<file path="src/rtl/regbank_pkg.sv">
// Shared definitions for the 16 x 16-bit general-purpose register bank.
package regbank_pkg;

    localparam int WIDTH     = 16;
    localparam int NREGS     = 16;
    localparam int REG_IDX_W = 4;

    // Write-back arbiter state: holding buffer empty or occupied.
    typedef enum logic [0:0] {
        IDLE = 1'b0,
        HOLD = 1'b1
    } wb_state_e;

endpackage

</file>
<file path="src/rtl/reg_decoder_4to16.sv">
// Combinational 4-to-16 one-hot write-enable decoder for the register bank.
module reg_decoder_4to16
    import regbank_pkg::*;
(
    input  logic [REG_IDX_W-1:0] idx_i,
    input  logic                 en_i,
    output logic [NREGS-1:0]     onehot_o
);

    // Single enable bit at the selected index, all zero when disabled.
    always_comb begin
        onehot_o = '0;
        if (en_i) begin
            onehot_o[idx_i] = 1'b1;
        end
    end

endmodule

</file>
<file path="src/rtl/reg_writeback.sv">
// Write side of the register bank: arbitrates ALU and load write-backs,
// parks a colliding load in a one-entry buffer, and holds r0..r15.
module reg_writeback
    import regbank_pkg::*;
#(
    parameter int WIDTH = regbank_pkg::WIDTH,
    parameter int NREGS = regbank_pkg::NREGS
) (
    input  logic                 clk,
    input  logic                 reset,
    input  logic                 alu_valid,
    input  logic [REG_IDX_W-1:0] alu_dest,
    input  logic [WIDTH-1:0]     alu_data,
    input  logic                 mem_valid,
    input  logic [REG_IDX_W-1:0] mem_dest,
    input  logic [WIDTH-1:0]     mem_data,
    output logic                 mem_ready,
    output logic                 hold_full,
    output logic [WIDTH-1:0]     r0,
    output logic [WIDTH-1:0]     r1,
    output logic [WIDTH-1:0]     r2,
    output logic [WIDTH-1:0]     r3,
    output logic [WIDTH-1:0]     r4,
    output logic [WIDTH-1:0]     r5,
    output logic [WIDTH-1:0]     r6,
    output logic [WIDTH-1:0]     r7,
    output logic [WIDTH-1:0]     r8,
    output logic [WIDTH-1:0]     r9,
    output logic [WIDTH-1:0]     r10,
    output logic [WIDTH-1:0]     r11,
    output logic [WIDTH-1:0]     r12,
    output logic [WIDTH-1:0]     r13,
    output logic [WIDTH-1:0]     r14,
    output logic [WIDTH-1:0]     r15
);

    wb_state_e            state_q;
    logic [REG_IDX_W-1:0] hold_dest_q;
    logic [WIDTH-1:0]     hold_data_q;
    logic [WIDTH-1:0]     regs_q [NREGS];

    logic                 wr_en_d;
    logic [REG_IDX_W-1:0] wr_dest_d;
    logic [WIDTH-1:0]     wr_data_d;
    logic [NREGS-1:0]     wr_onehot;

    // Write-select mux: ALU always wins, then the held load, then a fresh load.
    always_comb begin
        wr_en_d   = 1'b0;
        wr_dest_d = alu_dest;
        wr_data_d = alu_data;
        if (alu_valid) begin
            wr_en_d = 1'b1;
        end else if (state_q == HOLD) begin
            wr_en_d   = 1'b1;
            wr_dest_d = hold_dest_q;
            wr_data_d = hold_data_q;
        end else if (mem_valid) begin
            wr_en_d   = 1'b1;
            wr_dest_d = mem_dest;
            wr_data_d = mem_data;
        end
    end

    reg_decoder_4to16 u_dec (
        .idx_i    (wr_dest_d),
        .en_i     (wr_en_d),
        .onehot_o (wr_onehot)
    );

    // Arbiter FSM and holding buffer: capture the load on a collision,
    // drain it on the first cycle without an ALU write.
    always_ff @(posedge clk) begin
        if (reset) begin
            state_q     <= IDLE;
            hold_dest_q <= '0;
            hold_data_q <= '0;
        end else begin
            case (state_q)
                IDLE: begin
                    if (alu_valid && mem_valid) begin
                        state_q     <= HOLD;
                        hold_dest_q <= mem_dest;
                        hold_data_q <= mem_data;
                    end
                end
                HOLD: begin
                    if (!alu_valid) begin
                        state_q <= IDLE;
                    end
                end
                default: state_q <= IDLE;
            endcase
        end
    end

    // Register bank: at most one register written per edge, cleared on reset.
    always_ff @(posedge clk) begin
        if (reset) begin
            for (int i = 0; i < NREGS; i++) begin
                regs_q[i] <= '0;
            end
        end else begin
            for (int i = 0; i < NREGS; i++) begin
                if (wr_onehot[i]) begin
                    regs_q[i] <= wr_data_d;
                end
            end
        end
    end

    // Handshake flags depend on state only, so no input reaches them combinationally.
    assign mem_ready = (state_q == IDLE);
    assign hold_full = (state_q == HOLD);

    assign r0  = regs_q[0];
    assign r1  = regs_q[1];
    assign r2  = regs_q[2];
    assign r3  = regs_q[3];
    assign r4  = regs_q[4];
    assign r5  = regs_q[5];
    assign r6  = regs_q[6];
    assign r7  = regs_q[7];
    assign r8  = regs_q[8];
    assign r9  = regs_q[9];
    assign r10 = regs_q[10];
    assign r11 = regs_q[11];
    assign r12 = regs_q[12];
    assign r13 = regs_q[13];
    assign r14 = regs_q[14];
    assign r15 = regs_q[15];

endmodule
</file>
<file path="config.mk">
export PLATFORM = sky130hd
export DESIGN_NAME = reg_writeback
export DESIGN_NICKNAME = d
export VERILOG_FILES = /design/src/rtl/regbank_pkg.sv /design/src/rtl/reg_decoder_4to16.sv /design/src/rtl/reg_writeback.sv
export SDC_FILE = /design/constraint.sdc
export NUM_CORES = 1
export LEC_CHECK = 0
export ABC_AREA = 1
export CAP_MARGIN = 20
export CELL_PAD_IN_SITES_DETAIL_PLACEMENT = 0
export CELL_PAD_IN_SITES_GLOBAL_PLACEMENT = 1
export CORE_ASPECT_RATIO = 1.5
export CORE_UTILIZATION = 37
export DETAILED_ROUTE_END_ITERATION = 8
export PLACE_DENSITY_LB_ADDON = 0.1
export SLEW_MARGIN = 25
export SYNTH_ARGS = -nofsm -noshare
export SYNTH_HDL_FRONTEND = slang
export SYNTH_SLANG_ARGS = --single-unit
</file>
<file path="constraint.sdc">
create_clock -name clk -period 3.2 [get_ports clk]
set_input_delay 0.32 -clock clk [delete_from_list [all_inputs] [get_ports clk]]
set_output_delay 0.32 -clock clk [all_outputs]
set_load 0.02 [all_outputs]
</file>
==> impl_metrics.toml, run 1 <==
[outcome]
status = "complete, no violations"

[worst_setup_path]
rr_endpoint = "regs_q[1][93]$_DFFE_PP_"
regToRegSetupSlack_ns = 0.96
cp-start-kind = "flop"
crit_arrival_ns = 2.08
reg2reg_from = "hold_full$_SDFF_PP0_"
end_kind = "primary output"
crit_required_ns = 2.88
reg2reg_depth = 7
worstSetupPathType = "reg -> out"
path_max_fanout = 17

[yosys]
synth-main-ff-cell = "edfxtp_1"
async_reset_ff_share_pct = 0
netlist_top_cells_area = "edfxtp_1, nor2_1, dfxtp_1"
synth_nets = 769
yosys_register_bits = 277
synth_edf_count = 256
netlist_top_cells_count = "edfxtp_1, nor2_1, nand2_1"
synth-compound-area-share_pct = 2.63
synthMuxAreaShare_pct = 0
synthCells = 725
yosysTopAreaCellShare_pct = 76.2
yosys.area.top_type = "edfxtp_1"
synth_most_common_cell = "edfxtp_1"
ys_types = 21
synth_top_family_by_area = "simple AND/OR/NAND/NOR gates"
synthSimpleGateAreaFrac_pct = 13.1
synthAdderAreaFrac_pct = 0
syn_area_sq_um = 10100
synth-seq-area-share_pct = 80.4
yosysWarningCount = 0
avgSynthCellArea_sq_um = 13.9
synth-xor-area-share_pct = 0

[sta]
slew_headroom_pct = 56.5
period_minus_slack_ns = 2.40
final_hold_viol_count = 0
finClkSkew_ns = 0.00953
fmax_ghz = 0.416
slew_viol_final = 0
fin_setup_tns_ns = 0
rsz0062_at_grt = "false"
period_share_pct = 75.0
tightestPinTransition_ns = 0.651
setup_viol = 0

[clock_tree]
post_cts_buffers = 0
cts_buffer_depth = 3
cts_tree = "built"
cts_made_buffers = 26
clock-sinks = 277
cts_resized = 0
cts_root_buffer = "clkbuf_16"
htreeDepth = 1
clkLatencyLatePin_ns = 0.53
clkTransAtPathRegs_ns = 0.07
cts_hold_buf = 0

[power]
p_per_area_nw_per_um2 = 595
power.total_uw = 8600
ir_drop_v = 0.000370
p_leak_uw = 0.00536

[routing]
avgViaCountPerCell = 4.75
drt-total-wl_mm = 29.8
first_pass_iters = 5
drt_iter0_drc = 380
vias = 6705
antenna_left = 0
drcViolationCount = 0
wire_per_inst_um = 21.1

[die]
die_h_um = 204
start_util_pct = 37.8
core_sq_um = 26700
ios = 302
rows = 73
die_area_sq_um = 27900
die_w_um = 137

[global_routing]
grt_pass1_wl_mm = 42.9
grt.total_usage_pct = 21.5
grt-ovfl-total = 0
grt_start_max_net_pins = 33
grt_pass1_vias = 6661
antenna_found_initial = 0

[hold_path]
min_from = "mem_data[2]"
min_to = "hold_data_q[2]$_SDFFE_PP0P_"
hold_class = "in -> reg"
holdPathStages = 3

[layout]
drive_gt1_share_pct = 10.0
n_antenna_cell = 0
n_fill_cell = 2303
seqCellArea_sq_um = 8110
finalNonFillerCells = 1412
nNetsFinal = 1100
areaGrowthSynthToFinish_pct = 43.2
multi_input_area_sq_um = 1600

[placement]
globalplace.congestion = 0.782
port-buffer-count = 301
dpl.cell_count = 1365
dp_hpwl_mm = 21.3

[run]
drv_cap = 0
## power breakdown
| group | leakage, uW | total (uW) | internal, uW | switching (uW) |
|---|---|---|---|---|
| combinational | 0.00217 | 1280 | 509 | 775 |
| clock | 0.000398 | 3000 | 1690 | 1310 |
| sequential | 0.00279 | 4310 | 4230 | 81.3 |
## cell families (layout without fill, tap and decap cells)
logic type,after synthesis,count (layout)
AND/OR/NAND/NOR,321,321
flip-flops,277,277
buffers and inverters,78,428
AO/OA/AOI/OAI,49,49
## stage by stage
stage / setup WS [ns] / hold slack (ns) / area, sq um / utilization [%]
floorplan: 0.303 / 0.429 / 10100 / -
CTS: 0.799 / 0.379 / 14400 / 54.2
global route: 0.684 / 0.419 / 14400 / 54.2
detailed placement: 0.463 / 0.447 / 13600 / 51.1
finish: 0.799 / 0.399 / 14400 / 54.2
global placement: 0.526 / 0.439 / 13600 / 51.1
## worst max path at each step
stage	start	to	slack, ns	depth (start not counted)
after floorplan	hold_full$_SDFF_PP0_	regs_q[1][80]$_DFFE_PP_	0.30	7
after global placement	mem_valid	regs_q[1][11]$_SDFFCE_PN0P_	0.53	10
after detailed placement	mem_valid	regs_q[1][93]$_DFFE_PP_	0.46	8
after CTS	hold_full$_SDFF_PP0_	mem_ready	0.80	3
after global routing	hold_full$_SDFF_PP0_	regs_q[1][14]$_SDFFCE_PN0P_	0.68	9
final	hold_full$_SDFF_PP0_	mem_ready	0.80	3
## routing by layer
layer / track usage [%] / share of wire [%] / vias to the layer above
li1: - / - / 3150
met1: 24.8 / 37 / 3233
met2: 39.4 / 53 / 279
met3: 4.22 / 7.5 / 43
met4: 7.06 / 2.6 / 0
met5: 0 / 0 / -
## cell type report
| class | instances | area share [%] |
|---|---|---|
| Sequential cell | 277 | 56.1 |
| Clock buffer | 29 | 4.73 |
| Clock inverter | 18 | 0.953 |
| Inverter | 33 | 0.858 |
| Tap cell | 337 | 2.92 |
| Multi-Input combinational cell | 370 | 11.1 |
| Timing Repair Buffer | 348 | 23.3 |
## flip-flops by register name (all words and copies together), names as in the netlist
register	count
hold_data_q	16
hold_dest_q	4
hold_full	1
regs_q	256
## placed cells by master, fill, tap and decap left out, drive strengths merged
cell type,n
buf,47
clkinvlp,2
inv,33
clkbuf,29
nor3,33
a21oi,7
bufinv,2
nand2,74
o21ai,26
nand3,7
o22ai,16
clkdlybuf4s50,301
nor2,205
edfxtp,256
dfxtp,21
clkinv,14
nand3b,2
## worst max-delay path: stages (launching register included)
cell and delay (ns):
dfxtp_1 0.39, inv_1 0.20, buf_4 0.29, clkdlybuf4s50_1 0.66
(Power assumes the default switching activity.)
==> run 2: changes to the inputs <==
--- a/config.mk
+++ b/config.mk
@@ -10,7 +10,7 @@
 export CELL_PAD_IN_SITES_DETAIL_PLACEMENT = 0
 export CELL_PAD_IN_SITES_GLOBAL_PLACEMENT = 1
 export CORE_ASPECT_RATIO = 1.5
-export CORE_UTILIZATION = 37
+export CORE_UTILIZATION = 34
 export DETAILED_ROUTE_END_ITERATION = 8
 export PLACE_DENSITY_LB_ADDON = 0.1
 export SLEW_MARGIN = 25
==> constraint.sdc (replaced) <==
create_clock -name clk -period 2 [get_ports clk]
set_input_delay 0.2 -clock clk [delete_from_list [all_inputs] [get_ports clk]]
set_output_delay 0.2 -clock clk [all_outputs]
set_load 0.02 [all_outputs]
==> impl_metrics.toml, run 2 (synthesis gave the netlist of run 1 again) <==
[hold_path]
min_to = "hold_data_q[4]$_SDFFE_PP0P_"
hold_class = "in -> reg"
min_from = "mem_data[4]"
holdPathStages = 3

[global_routing]
grt_start_max_net_pins = 25
antenna_found_initial = 1
grt_pass1_wl_mm = 44.3
grt_pass1_vias = 6777
grt-ovfl-total = 0
grt.total_usage_pct = 20.5

[placement]
globalplace.congestion = 0.764
pre_cts_slack_ns = -0.257
dp_hpwl_mm = 22.1
port-buffer-count = 301

[power]
p_switching_uw = 3590
seq_power_share_pct = 48.5
intPower_uw = 10600
p_comb_share_pct = 16.3
p_per_area_nw_per_um2 = 930
p_leak_uw = 0.00570
clock_power_share_pct = 35.2
power.total_uw = 14200
ir_drop_v = 0.000487
switching_share_pct = 25.2

[die]
ios = 302
die_h_um = 213
die_w_um = 143
rows = 76
core_sq_um = 28900
die_area_sq_um = 30400
start_util_pct = 34.9

[sta]
fin_setup_tns_ns = 0
period_share_pct = 93.9
slew_headroom_pct = 72.8
setup_ws_ns = 0.122
setup_viol = 0
hold_ws_ns = 0.274
period_minus_slack_ns = 1.88
tightestPinTransition_ns = 0.408
finClkSkew_ns = 0.0166
final_hold_viol_count = 0
slew_viol_final = 0
fmax_ghz = 0.533

[routing]
drcViolationCount = 0
wire_per_inst_um = 20.6
vias = 6880
drt-total-wl_mm = 30.8
antenna_left = 0
avgViaCountPerCell = 4.61
first_pass_iters = 4
drt_iter0_drc = 355

[clock_tree]
clock-sinks = 277
cts_buffer_depth = 3
clkTransAtPathRegs_ns = 0.06
cts_tree = "built"
htreeDepth = 1
cts_root_buffer = "clkbuf_16"
cts_hold_buf = 0
clkLatencyLatePin_ns = 0.54
cts_made_buffers = 26

[layout]
max_flop_register = "regs_q"
final_common_cell = "clkdlybuf4s50_1"
n_antenna_cell = 0
nNetsFinal = 1128
top_regs = "regs_q (256), hold_data_q (16), hold_dest_q (4)"
areaGrowthSynthToFinish_pct = 51.5
largest_reg_flops = 256
final_cell_mix = "clkdlybuf4s50_1, edfxtp_1, nor2_1"
drive_gt1_share_pct = 13.9
final_util_pct = 52.9

[worst_setup_path]
path_max_fanout = 18
crit_arrival_ns = 2.15
worstSetupPathType = "reg -> reg"
rr_endpoint = "regs_q[1][34]$_DFFE_PP_"
crit_required_ns = 2.27
regToRegSetupSlack_ns = 0.12
cp-start-kind = "flop"
reg2reg_depth = 9
end_kind = "flop"
reg2reg_from = "hold_full$_SDFF_PP0_"

[outcome]
status = "complete, no violations"

[run]
drv_cap = 0
## run 2: changes by cell type in the layout (fill, tap and decap cells not counted), moves of 2 or more
cell,previous run,this run
buf_12,0,37
buf_4,47,38
clkinv_1,9,5
clkinv_4,1,3
nand2_1,63,54
nand2_2,11,20
o21ai_1,2,0
o21ai_2,4,2
o21ai_4,0,4
## run 2: critical path: stages (launching register included)
cell and delay, ns:
dfxtp_2 0.35, inv_2 0.09, buf_4 0.28, nand2_2 0.11
buf_12 0.17, o22ai_1 0.12, nand2_1 0.07, nand2_1 0.15
buf_4 0.17, inv_1 0.10
## run 2: layout make-up
cell class | instances | area (sq um)
Clock buffer | 30 | 687
Fill cell | 2526 | 13600
Multi-Input combinational cell | 370 | 1670
Inverter | 33 | 124
Sequential cell | 277 | 8110
Tap cell | 390 | 488
Clock inverter | 18 | 175
Timing Repair Buffer | 376 | 4040
## run 2: power groups by stage
stage / logic (uW) / clock network [uW] / registers [uW]
2_1_floorplan: 496 / 0 / 7480
3_3_place_gp: 2330 / 0 / 7030
3_5_place_dp: 2340 / 0 / 7030
4_1_cts: 2340 / 5130 / 6910
5_1_grt: 2450 / 5340 / 6940
6_report: 2310 / 5010 / 6900
## run 2: per-layer routing
layer	wire [um]	part of all wire, %	vias up	track usage [%]
met4	686	2.2	2	6.19
met2	16000	52	259	36.7
met1	11800	38	3352	24.1
li1	-	-	3224	-
met3	2220	7.2	43	4.82
met5	13	0.042	-	0
## run 2: metrics by stage
step | area [sq um] | cells
after detailed placement | 14400 | 1446
after CTS | 15300 | 1494
after global placement | 14400 | 1446
final | 15300 | 1494
after floorplan | 10200 | 725
after global routing | 15300 | 1494
## run 2: how the worst max path moves through the flow
stage | from | to | cells past startpoint
global route | hold_full$_SDFF_PP0_ | regs_q[1][102]$_DFFE_PP_ | 7
global placement | mem_valid | regs_q[0][108]$_SDFFCE_PN0P_ | 10
CTS | hold_full$_SDFF_PP0_ | regs_q[1][50]$_DFFE_PP_ | 9
floorplan | hold_full$_SDFF_PP0_ | regs_q[1][0]$_SDFFCE_PN0P_ | 8
detailed placement | mem_valid | regs_q[1][110]$_DFFE_PP_ | 8
finish | hold_full$_SDFF_PP0_ | regs_q[1][34]$_DFFE_PP_ | 9
## run 2: timing repair
item,CTS,global route
setup endpoints to repair,1,304
resized for setup,1,3
setup buffers,0,0
